### src/rtl/interp_pkg.sv
// Shared types and constants for the subpixel-interpolation fetch path.
package interp_pkg;

  typedef enum logic [2:0] {
    ST_IDLE,
    ST_REQ,
    ST_WAIT,
    ST_LOAD,
    ST_FILTER,
    ST_DONE
  } fetch_state_e;

  localparam int WIN_ROWS      = 15;
  localparam int BLK_ROWS      = 8;
  localparam int TAP_PAD       = 3;
  localparam int BEATS_PER_ROW = 2;
  localparam int PIX_W         = 8;

  // One memory word carries eight pixels; rows are indexed 0..WIN_ROWS-1.
  localparam int WORD_W = 8 * PIX_W;
  localparam int ROW_W  = 4;

endpackage

### src/rtl/interp_fetch_ctrl_if.sv
// Pixel-memory read port: single outstanding request, variable-latency response.
interface interp_fetch_ctrl_if
  import interp_pkg::*;
#(
  parameter int ADDR_W = 16
) ();

  logic              mem_req;
  logic [ADDR_W-1:0] mem_addr;
  logic              mem_valid;
  logic [WORD_W-1:0] mem_data;

  modport master (
    output mem_req,
    output mem_addr,
    input  mem_valid,
    input  mem_data
  );

  modport slave (
    input  mem_req,
    input  mem_addr,
    output mem_valid,
    output mem_data
  );

endinterface

### src/rtl/interp_fetch_ctrl.sv
// Fetches the reference window for one 8x8 interpolation job into shift_reg,
// then kicks the 8-tap filter and reports completion.
module interp_fetch_ctrl
  import interp_pkg::*;
#(
  parameter int ADDR_W     = 16,
  parameter int ROW_STRIDE = 2
) (
  input  logic                   clock,
  input  logic                   reset_L,
  input  logic                   start,
  input  logic [ADDR_W-1:0]      base_addr,
  input  logic [1:0]             frac_x,
  input  logic [1:0]             frac_y,
  output logic                   busy,
  output logic                   done,
  interp_fetch_ctrl_if.master    mem,
  output logic                   load_L,
  output logic [WORD_W-1:0]      pix_out,
  output logic [7:0]             sel,
  output logic                   flt_start,
  input  logic                   flt_done
);

  localparam logic [ROW_W-1:0]  ROW_FIRST_WIN = '0;
  localparam logic [ROW_W-1:0]  ROW_LAST_WIN  = ROW_W'(WIN_ROWS - 1);
  localparam logic [ROW_W-1:0]  ROW_FIRST_BLK = ROW_W'(TAP_PAD);
  localparam logic [ROW_W-1:0]  ROW_LAST_BLK  = ROW_W'(TAP_PAD + BLK_ROWS - 1);
  localparam logic [ADDR_W-1:0] STRIDE        = ADDR_W'(ROW_STRIDE);
  localparam logic [ADDR_W-1:0] BLK_SKIP      = ADDR_W'(TAP_PAD * ROW_STRIDE);
  localparam logic              LAST_BEAT     = 1'(BEATS_PER_ROW - 1);

  fetch_state_e      state_q, state_d;
  logic [ROW_W-1:0]  row_q, row_last_q;
  logic              beat_q;
  logic [ADDR_W-1:0] row_base_q;
  logic [1:0]        fx_q, fy_q;
  logic              flt_entry_q;

  logic accept;
  logic row_end;
  logic win_end;

  // row_base_q tracks base + row*ROW_STRIDE; the beat offset is added here.
  assign mem.mem_addr = row_base_q + ADDR_W'(beat_q);

  assign accept  = (state_q == ST_IDLE) && start;
  assign row_end = (state_q == ST_LOAD) && (beat_q == LAST_BEAT);
  assign win_end = row_end && (row_q == row_last_q);

  always_ff @(posedge clock or negedge reset_L) begin
    if (!reset_L) begin
      state_q <= ST_IDLE;
    end else begin
      // NOTE: non-blocking so every register samples pre-edge values, independent of block order.
      state_q <= state_d;
    end
  end

  always_comb begin
    // NOTE: every output gets a default first so no path can infer a latch.
    state_d       = state_q;
    busy          = (state_q != ST_IDLE);
    done          = (state_q == ST_DONE);
    mem.mem_req   = (state_q == ST_REQ);
    load_L        = (state_q != ST_LOAD);
    flt_start     = (state_q == ST_FILTER) && flt_entry_q;

    unique case (state_q)
      ST_IDLE:   if (start) state_d = ST_REQ;
      ST_REQ:    state_d = ST_WAIT;
      ST_WAIT:   if (mem.mem_valid) state_d = ST_LOAD;
      ST_LOAD:   state_d = win_end ? ST_FILTER : ST_REQ;
      ST_FILTER: if (flt_done) state_d = ST_DONE;
      ST_DONE:   state_d = ST_IDLE;
      default:   state_d = ST_IDLE;
    endcase
  end

  always_ff @(posedge clock or negedge reset_L) begin
    if (!reset_L) begin
      row_q       <= '0;
      row_last_q  <= '0;
      beat_q      <= 1'b0;
      row_base_q  <= '0;
      fx_q        <= '0;
      fy_q        <= '0;
      pix_out     <= '0;
      sel         <= '0;
      flt_entry_q <= 1'b0;
    end else begin
      flt_entry_q <= 1'b0;

      if (accept) begin
        fx_q   <= frac_x;
        fy_q   <= frac_y;
        beat_q <= 1'b0;
        // Integer-pel vertical position skips the top tap padding rows entirely.
        if (frac_y != 2'd0) begin
          row_q      <= ROW_FIRST_WIN;
          row_last_q <= ROW_LAST_WIN;
          row_base_q <= base_addr;
        end else begin
          row_q      <= ROW_FIRST_BLK;
          row_last_q <= ROW_LAST_BLK;
          row_base_q <= base_addr + BLK_SKIP;
        end
      end

      if ((state_q == ST_WAIT) && mem.mem_valid) begin
        pix_out <= mem.mem_data;
      end

      if (state_q == ST_LOAD) begin
        if (row_end) begin
          beat_q     <= 1'b0;
          row_q      <= row_q + 1'b1;
          row_base_q <= row_base_q + STRIDE;
        end else begin
          beat_q <= 1'b1;
        end
      end

      // sel is loaded on the edge into FILTER so it is already valid on the entry cycle.
      if (win_end) begin
        flt_entry_q <= 1'b1;
        sel         <= {4'b0000, fy_q, fx_q};
      end
    end
  end

endmodule

### src/flat_wrapper.sv
// flat-port wrapper written by rule: the top's interface ports become plain ports
module interp_fetch_ctrl_flat import interp_pkg::*;
#(
  parameter int ADDR_W     = 16,
  parameter int ROW_STRIDE = 2
)
  (clock, reset_L, start, base_addr, frac_x, frac_y, busy, done, load_L, pix_out, sel, flt_start, flt_done, mem_mem_req, mem_mem_addr, mem_mem_valid, mem_mem_data);
  interp_fetch_ctrl_if #(.ADDR_W(ADDR_W)) mem_i ();
  input  logic clock;
  input  logic reset_L;
  input  logic start;
  input  logic [ADDR_W-1:0] base_addr;
  input  logic [1:0] frac_x;
  input  logic [1:0] frac_y;
  output logic busy;
  output logic done;
  output logic load_L;
  output logic [WORD_W-1:0] pix_out;
  output logic [7:0] sel;
  output logic flt_start;
  input  logic flt_done;
  output wire logic [$bits(mem_i.mem_req)-1:0] mem_mem_req;
  output wire logic [$bits(mem_i.mem_addr)-1:0] mem_mem_addr;
  input wire logic [$bits(mem_i.mem_valid)-1:0] mem_mem_valid;
  input wire logic [$bits(mem_i.mem_data)-1:0] mem_mem_data;
  assign mem_mem_req = mem_i.mem_req;
  assign mem_mem_addr = mem_i.mem_addr;
  assign mem_i.mem_valid = mem_mem_valid;
  assign mem_i.mem_data = mem_mem_data;
  interp_fetch_ctrl #(.ADDR_W(ADDR_W), .ROW_STRIDE(ROW_STRIDE)) u_core (.clock(clock), .reset_L(reset_L), .start(start), .base_addr(base_addr), .frac_x(frac_x), .frac_y(frac_y), .busy(busy), .done(done), .mem(mem_i), .load_L(load_L), .pix_out(pix_out), .sel(sel), .flt_start(flt_start), .flt_done(flt_done));
endmodule
### config.mk
export PLATFORM = sky130hd
export DESIGN_NAME = interp_fetch_ctrl_flat
export DESIGN_NICKNAME = d
export VERILOG_FILES = /design/src/rtl/interp_pkg.sv /design/src/rtl/interp_fetch_ctrl_if.sv /design/src/rtl/interp_fetch_ctrl.sv /design/src/flat_wrapper.sv
export SDC_FILE = /design/constraint.sdc
export NUM_CORES = 1
export LEC_CHECK = 0
export CAP_MARGIN = 5
export CORE_ASPECT_RATIO = 0.75
export CORE_MARGIN = 2
export CORE_UTILIZATION = 47
export CTS_CLUSTER_SIZE = 8
export DETAILED_ROUTE_END_ITERATION = 10
export PLACE_DENSITY = 0.89
export SYNTH_ARGS = -nofsm -noshare
export SYNTH_HDL_FRONTEND = slang
export SYNTH_SLANG_ARGS = --single-unit
### constraint.sdc
create_clock -name clock -period 4.6 [get_ports clock]
set_input_delay 0.46 -clock clock [delete_from_list [all_inputs] [get_ports clock]]
set_output_delay 0.46 -clock clock [all_outputs]
set_load 0.02 [all_outputs]
# Word-level counts from Yosys, hierarchy flattened
# Index checks and enable logic that the tools add are counted.
classes:
  add_sub_neg: 4
  eq_ne: 10
  muxes: 18
  n_reduce_logical: 10
ops:
  columns: ["op", "n"]
  rows:
  - ["$mux W16", 4]
  - ["$add A16 B1 Y16", 1]
  - ["$add A16 B2 Y16 const B", 1]
  - ["$add A16 B3 Y16 const B", 1]
  - ["$mux W3", 5]
  - ["$pmux W3 S5", 1]
  - ["$mux W4", 3]
  - ["$eq A3 B2 Y1 const B", 2]
  - ["$eq A3 B3 Y1 const B", 2]
  - ["$ne A2 B2 Y1 const B", 3]
  - ["$logic_and A1 B1 Y1", 5]
  - ["$add A4 B1 Y4 const B", 1]
  - ["$eq A4 B4 Y1", 1]
  - ["$mux W1", 4]
  - ["$reduce_bool A2 Y1", 2]
  - ["$eq A3 B1 Y1 const B", 1]
  - ["$logic_not A3 Y1", 1]
  - ["$ne A3 B2 Y1 const B", 1]
  - ["$reduce_and A3 Y1", 1]
  - ["$reduce_bool A3 Y1", 1]
  - ["$mux W2", 1]
totals:
  register_bits: 101
  in_bits: 89
  out_inout_bits: 93
  elab_cells: 52

# Depth between registers and ports, before layout
# Gate-level depths: netlist of run 1.
depth:
  word_depth: 5
  depth_mapped: 7
  depth_no_buf: 7

# Worst setup path before layout of run 1
# No wires, ideal clock.
synth_timing:
  path_type: "register to output"
  start: "reg u_core.row_base_q[2]"
  end: "out mem_mem_addr[11]"
  arrival_time_ps: 1729
  t_required_ps: 4140
  path_slack_ps: 2411
  stages_incl_launch_ff: 6
  n_path_buf: 0
  cell_sequence: "dfrtp_1 > ha_1 > nand4_1 > nor3_1 > nand4_1 > xnor2_1"
synth_via:
  elab_chain_len: 1
synth_rtl:
  columns: ["item", "line_no", "source"]
  rows:
  - ["start, declared", "interp_fetch_ctrl.sv:36", "logic [ADDR_W-1:0] row_base_q;"]
  - ["start signal, assigned", "interp_fetch_ctrl.sv:102", "row_base_q <= base_addr;"]
  - ["start signal, assigned", "interp_fetch_ctrl.sv:106", "row_base_q <= base_addr + BLK_SKIP;"]
  - ["start signal, assigned", "interp_fetch_ctrl.sv:118", "row_base_q <= row_base_q + STRIDE;"]
  - ["$add A16 B1 Y16", "interp_fetch_ctrl.sv:45", "assign mem.mem_addr = row_base_q + ADDR_W'(beat_q);"]
  - ["end, declared", "flat_wrapper.sv:23", "output wire logic [$bits(mem_i.mem_addr)-1:0] mem_mem_addr;"]
# No other way between the ends.

# Worst setup path after layout of run 1
# Ends and elaborated chain as after synthesis.

==> results of run 1 <==
==> report_power, final <==
part	switching, mW	total (mW)	internal (mW)
clock	0.321	0.853	0.533
combinational	1.12	2.30	1.19
sequential	0.316	1.59	1.28
==> kinds of logic after synthesis <==
kind of cell    Yosys count  share of synthesized area
other cells               1                   0.000803
xor+xnor                 28                     0.0525
mux                      70                      0.168
flops                    99                      0.530
buf+inv                  29                     0.0319
fa+ha+maj                 5                     0.0134
simple gates            122                      0.138
compound gates           44                     0.0651
==> worst min-delay path by stage <==
stage                     cells past startpoint                  to  slack, ns            from
after CTS                                     1  u_core.pix_out[60]       0.17         reset_L
after detailed placement                      2      u_core.fy_q[1]       0.47  u_core.fy_q[1]
final                                         1  u_core.pix_out[60]       0.16         reset_L
after floorplan                               0       u_core.beat_q       0.16         reset_L
after global placement                        2      u_core.fx_q[0]       0.46  u_core.fx_q[0]
after global routing                          1  u_core.pix_out[60]       0.21         reset_L
==> routing by layer <==
layer  part of all wire  vias up
met3              0.084       11
li1                   -     1742
met1               0.42     1850
met4              0.010        0
met5                  0        -
met2               0.48      195
==> layout by cell type (no fill, tap or decap), types with 2 or more instances in the layout <==
master and instances:
clkinvlp_4 2, xor2_1 12, mux2_2 69, and3_1 10, inv_1 5, conb_1 4
clkdlybuf4s50_1 176, a31oi_1 2, a211oi_1 4, buf_4 4, clkbuf_16 9, o21ai_0 8
o221a_2 2, nor2_1 30, a21oi_1 15, bufinv_16 3, xnor2_1 16, nor2_4 2
nand2b_1 2, ha_1 5, and4_1 2, nand4_1 7, nand2_1 31, o22ai_1 3
nor3_1 7, dfrtp_1 99, a221oi_2 3, nand3_1 20
==> flip-flops by register name (all words and copies together) (netlist names) <==
name and flops:
u_core.pix_out 64, u_core.row_base_q 16, u_core.row_q 4, u_core.sel 4, u_core.state_q 3, u_core.fx_q 2
u_core.fy_q 2, u_core.row_last_q 2, u_core.beat_q 1, u_core.flt_entry_q 1
==> worst max-delay path, cell delays in order (launching register included) <==
cell             delay, ns
dfrtp_1               0.45
ha_1                  0.30
nand4_1               0.16
nor3_1                0.52
nand4_1               0.22
xnor2_1               0.16
clkdlybuf4s50_1       0.62
==> cell type report <==
| type | count | area share |
|---|---|---|
| clock buffers | 10 | 0.0334 |
| clock inverters | 6 | 0.0166 |
| inverters | 6 | 0.00328 |
| multi-input cells | 273 | 0.301 |
| flip-flops and latches | 99 | 0.361 |
| well taps | 132 | 0.0241 |
| repair buffers | 180 | 0.261 |
==> flow_metrics.tcl, run 1 <==
set metrics [dict create \
    post-synth-top-count-cell "dfrtp_1" \
    clock_skew_ns 0.00321 \
    synthFlopType "dfrtp_1" \
    fin_hold_ws_ns 0.156 \
    use_met3 0.0726 \
    cts_root_buffer "clkbuf_16" \
    synth_area_leaders "dfrtp_1, mux2_2, xnor2_1, nand2_1, nor2_1" \
    synth_warnings 0 \
    status "completed" \
    instances_no_fill 706 \
    drtAntennaViolNets 0 \
    use_met2 0.388 \
    reg2reg_to "u_core.row_base_q[2]" \
    setup_violations 0 \
    post-route-period-util 0.702 \
    start_util 0.484 \
    pin_count 182 \
    synth_edf_count 0 \
    yosysSeqAreaShare 0.530 \
    cts.sinks 99 \
    syn-cell-area_mm2 0.00467 \
    std_cell_rows 31 \
    grt_usage 0.235 \
    fill_cells 707 \
    drive_gt1_frac 0.179 \
    cts_tree "yes" \
    vias 3798 \
    postCtsSetupRepairBufs 0 \
    syn2layout_area_growth_pct 46.9 \
    finalPower_mw 4.75 \
    crit_type "reg2out" \
    wl_per_cell_um 17.3 \
    clock_latency_ns 0.34 \
    viasPerCell 5.38 \
    end_kind "output pin" \
    dieArea_mm2 0.0108 \
    chipWidth_um 119 \
    die_y_um 90.3 \
    grt_pass1_wl_um 19900 \
    slew_headroom 0.398 \
    grt.busiest_layer "met2" \
    tns_ns 0 \
    htreeDepth 3 \
    fin_nets 663 \
    drv_slew 0 \
    ctsLongestPathBuffers 2 \
    multiInputGateArea_mm2 0.00206 \
    dp_slack_ns 1.78 \
    drtPass1Iterations 5 \
    seqCellArea_mm2 0.00248 \
    finalHoldViolations 0 \
    cts_hold_buffers 0 \
    antenna_found_initial 0 \
    tightest_slew_ns 0.900 \
    routabilityCongestion 0.937 \
    reg2reg_depth 5 \
    min_path_type "in2async" \
    p_leak_nw 2.83 \
    critPathCapture "mem_mem_addr[11]" \
    yosys.area.top_type "dfrtp_1" \
    synthCells 398 \
    hpwl_um 9100 \
    synth_commonest_cells "dfrtp_1, mux2_2, nand2_1" \
    final_core_util 0.710 \
    power.density_mw_per_mm2 692 \
    grtUsageMet1 0.300 \
    diodes 0 \
    r2r_slack_ns 2.26 \
    drt-total-wl_um 12200 \
    clk_pin_slew_ns 0.07 \
    post-route-min-period_ns 3.23 \
    synth_top_area_share 0.530 \
    cts_resized 0 \
    ys_ff_latch 99 \
    first_global_vias 3879 \
    cp_max_fo 7 \
    design_area_mm2 0.00686 \
    max_freq_ghz 0.310 \
    io_buffers 177 \
    dp_cells 690 \
    cp.arrival_ns 2.77 \
    avgSynthCellArea_um2 11.7 \
    crit_path_start "u_core.row_base_q[2]" \
    ys_types 48 \
    fin_ws_ns 1.37 \
    drcViolationCount 0 \
    crit_path_start_kind "flop" \
    cap_violations 0 \
    rsz0062_at_grt "no" \
    ys_async_sr_fraction 1.00 \
    gr-total-overflow 0 \
    reg2reg_from "u_core.state_q[0]" \
    cts_buffers 9 \
    max-vdd-ir-drop_uv 325 \
    grt_max_degree 65 \
    required_ns 4.14 \
    drt_iter0_markers 270 \
    post_dp_cell_area_mm2 0.00652 \
    core-area_mm2 0.00966 \
]
(Power assumes the default switching activity.)
==> run 2, diff against run 1 <==
--- a/config.mk
+++ b/config.mk
@@ -8,10 +8,10 @@
 export CAP_MARGIN = 5
 export CORE_ASPECT_RATIO = 0.75
 export CORE_MARGIN = 2
-export CORE_UTILIZATION = 47
+export CORE_UTILIZATION = 44
 export CTS_CLUSTER_SIZE = 8
 export DETAILED_ROUTE_END_ITERATION = 10
-export PLACE_DENSITY = 0.89
+export PLACE_DENSITY = 0.85
 export SYNTH_ARGS = -nofsm -noshare
 export SYNTH_HDL_FRONTEND = slang
 export SYNTH_SLANG_ARGS = --single-unit
==> constraint.sdc (replaced) <==
create_clock -name clock -period 3.1 [get_ports clock]
set_input_delay 0.31 -clock clock [delete_from_list [all_inputs] [get_ports clock]]
set_output_delay 0.31 -clock clock [all_outputs]
set_load 0.02 [all_outputs]
==> run 2 against run 1 <==
  * The run now ends with negative hold slack left
  * Via count shrank 2.2%
  * Register-to-register slack got worse by 1.2 ns
  * Clock power rose by 17%
  * Critical path type unchanged
  * Critical endpoint is now mem_mem_addr[12]
  * Largest power group unchanged
==> flow_metrics.tcl, run 2 (synthesis gave the netlist of run 1 again) <==
set metrics [dict create \
    status "finished with violations" \
    violations "negative hold slack" \
    crit_path_start_kind "flop" \
    drcViolationCount 0 \
    intPower_mw 4.22 \
    netSwitchingFraction 0.379 \
    clock_latency_ns 0.33 \
    instances_no_fill 713 \
    cap_violations 0 \
    wl_per_cell_um 16.5 \
    drive_gt1_frac 0.187 \
    routabilityCongestion 0.937 \
    multiInputGateArea_mm2 0.00207 \
    tightest_slew_ns 0.640 \
    io_buffers 177 \
    dieArea_mm2 0.0115 \
    layout.cells.most_common "clkdlybuf4s50_1" \
    post_dp_cell_area_mm2 0.00657 \
    syn2layout_area_growth_pct 46.5 \
    first_global_vias 3810 \
    cts.sinks 99 \
    pin_count 182 \
    drtAntennaViolNets 0 \
    fin_hold_ws_ns -0.0102 \
    power.density_mw_per_mm2 992 \
    start_util 0.452 \
    slew_headroom 0.573 \
    cts_buffers 9 \
    antenna_found_initial 0 \
    drv_slew 0 \
    rsz0062_at_grt "no" \
    finalHoldViolations 7 \
    chipWidth_um 123 \
    tns_ns 0 \
    grt_usage 0.213 \
    seqCellArea_mm2 0.00248 \
    layout_common_cells "clkdlybuf4s50_1, dfrtp_1, mux2_2" \
    core-area_mm2 0.0103 \
    post-route-min-period_ns 2.96 \
    clk_pin_slew_ns 0.06 \
    regMostFlops "u_core.pix_out" \
    vias 3713 \
    hpwl_um 9070 \
    clock_skew_ns 0.00435 \
    cts_hold_buffers 0 \
    fill_cells 793 \
    ctsLongestPathBuffers 2 \
    cts_root_buffer "clkbuf_16" \
    seqPwrFrac 0.348 \
    min_path_type "in2async" \
    grt_pass1_wl_um 18900 \
    pwr-share-comb 0.506 \
    p_leak_nw 2.83 \
    reg2reg_depth 6 \
    std_cell_rows 32 \
    switching_power_mw 2.57 \
    end_kind "output pin" \
    power_frac_clock 0.147 \
    dp_cells 697 \
    largest_reg_flops 64 \
    diodes 0 \
    max-vdd-ir-drop_uv 555 \
    drtPass1Iterations 4 \
    grt_max_degree 65 \
    fin_nets 666 \
    viasPerCell 5.21 \
    die_y_um 93.2 \
    crit_type "reg2out" \
    design_area_mm2 0.00685 \
    cp.arrival_ns 2.65 \
    drt_iter0_markers 215 \
    setup_violations 0 \
    drt-total-wl_um 11800 \
    top_regs "u_core.pix_out x64, u_core.row_base_q x16" \
    gr-total-overflow 0 \
    max_freq_ghz 0.338 \
    post-route-period-util 0.955 \
    cp_max_fo 8 \
    required_ns 2.79 \
    cts_tree "yes" \
    htreeDepth 3 \
]
run 2: power by group through the flow:
stage	logic, mW	registers, mW	clock network (mW)
finish	3.44	2.36	0.996
global route	3.67	2.45	1.09
CTS	3.46	2.36	1.03
detailed placement	3.45	2.39	0
global placement	3.39	2.33	0
floorplan	1.44	2.77	0
run 2: what timing repair did:
| item | CTS | global route |
|---|---|---|
| buffers inserted | 0 | 0 |
| gates resized for setup | 0 | 1 |
| endpoints found under the setup margin | 0 | 4 |
run 2: metal layers:
| layer | track usage | wire length [um] | vias up |
|---|---|---|---|
| met5 | 0 | 0 | - |
| li1 | - | - | 1754 |
| met2 | 0.350 | 5510 | 163 |
| met3 | 0.0530 | 1030 | 12 |
| met1 | 0.284 | 5110 | 1784 |
| met4 | 0.0549 | 135 | 0 |
run 2: stage by stage:
step	power, mW	setup WS [ns]	util
floorplan	4.21	1.06	-
global placement	5.72	0.488	0.636
detailed placement	5.84	0.406	0.636
CTS	6.86	0.0337	0.662
global route	7.21	0.0556	0.663
finish	6.79	0.141	0.663
run 2: final cells by class:
class,count,share of cell area
Clock buffer,9,0.0329
Clock inverter,7,0.00658
Inverter,6,0.00329
Tap cell,136,0.0249
Sequential cell,99,0.362
Multi-Input combinational cell,273,0.302
Timing Repair Buffer,183,0.269
run 2: worst max-delay path, cell delays in order, from the launching register on:
cell             delay [ns]
dfrtp_1                0.41
ha_1                   0.37
ha_1                   0.27
nand3_1                0.25
nor2_1                 0.22
xor2_1                 0.18
clkdlybuf4s50_1        0.62
run 2: path summary, 6_finish.rpt:
| kind | from | to | slack, ns |
|---|---|---|---|
| min in group clock | u_core.fx_q[0] | u_core.fx_q[0] | 0.47 |
| max | u_core.beat_q | mem_mem_addr[12] | 0.14 |
| min | reset_L | u_core.row_base_q[10] | -0.01 |
| min reg2reg | u_core.fx_q[0] | u_core.fx_q[0] | 0.47 |
| max in group asynchronous | reset_L | u_core.pix_out[3] | 2.42 |
| max reg2reg | u_core.row_base_q[2] | u_core.row_base_q[11] | 1.08 |
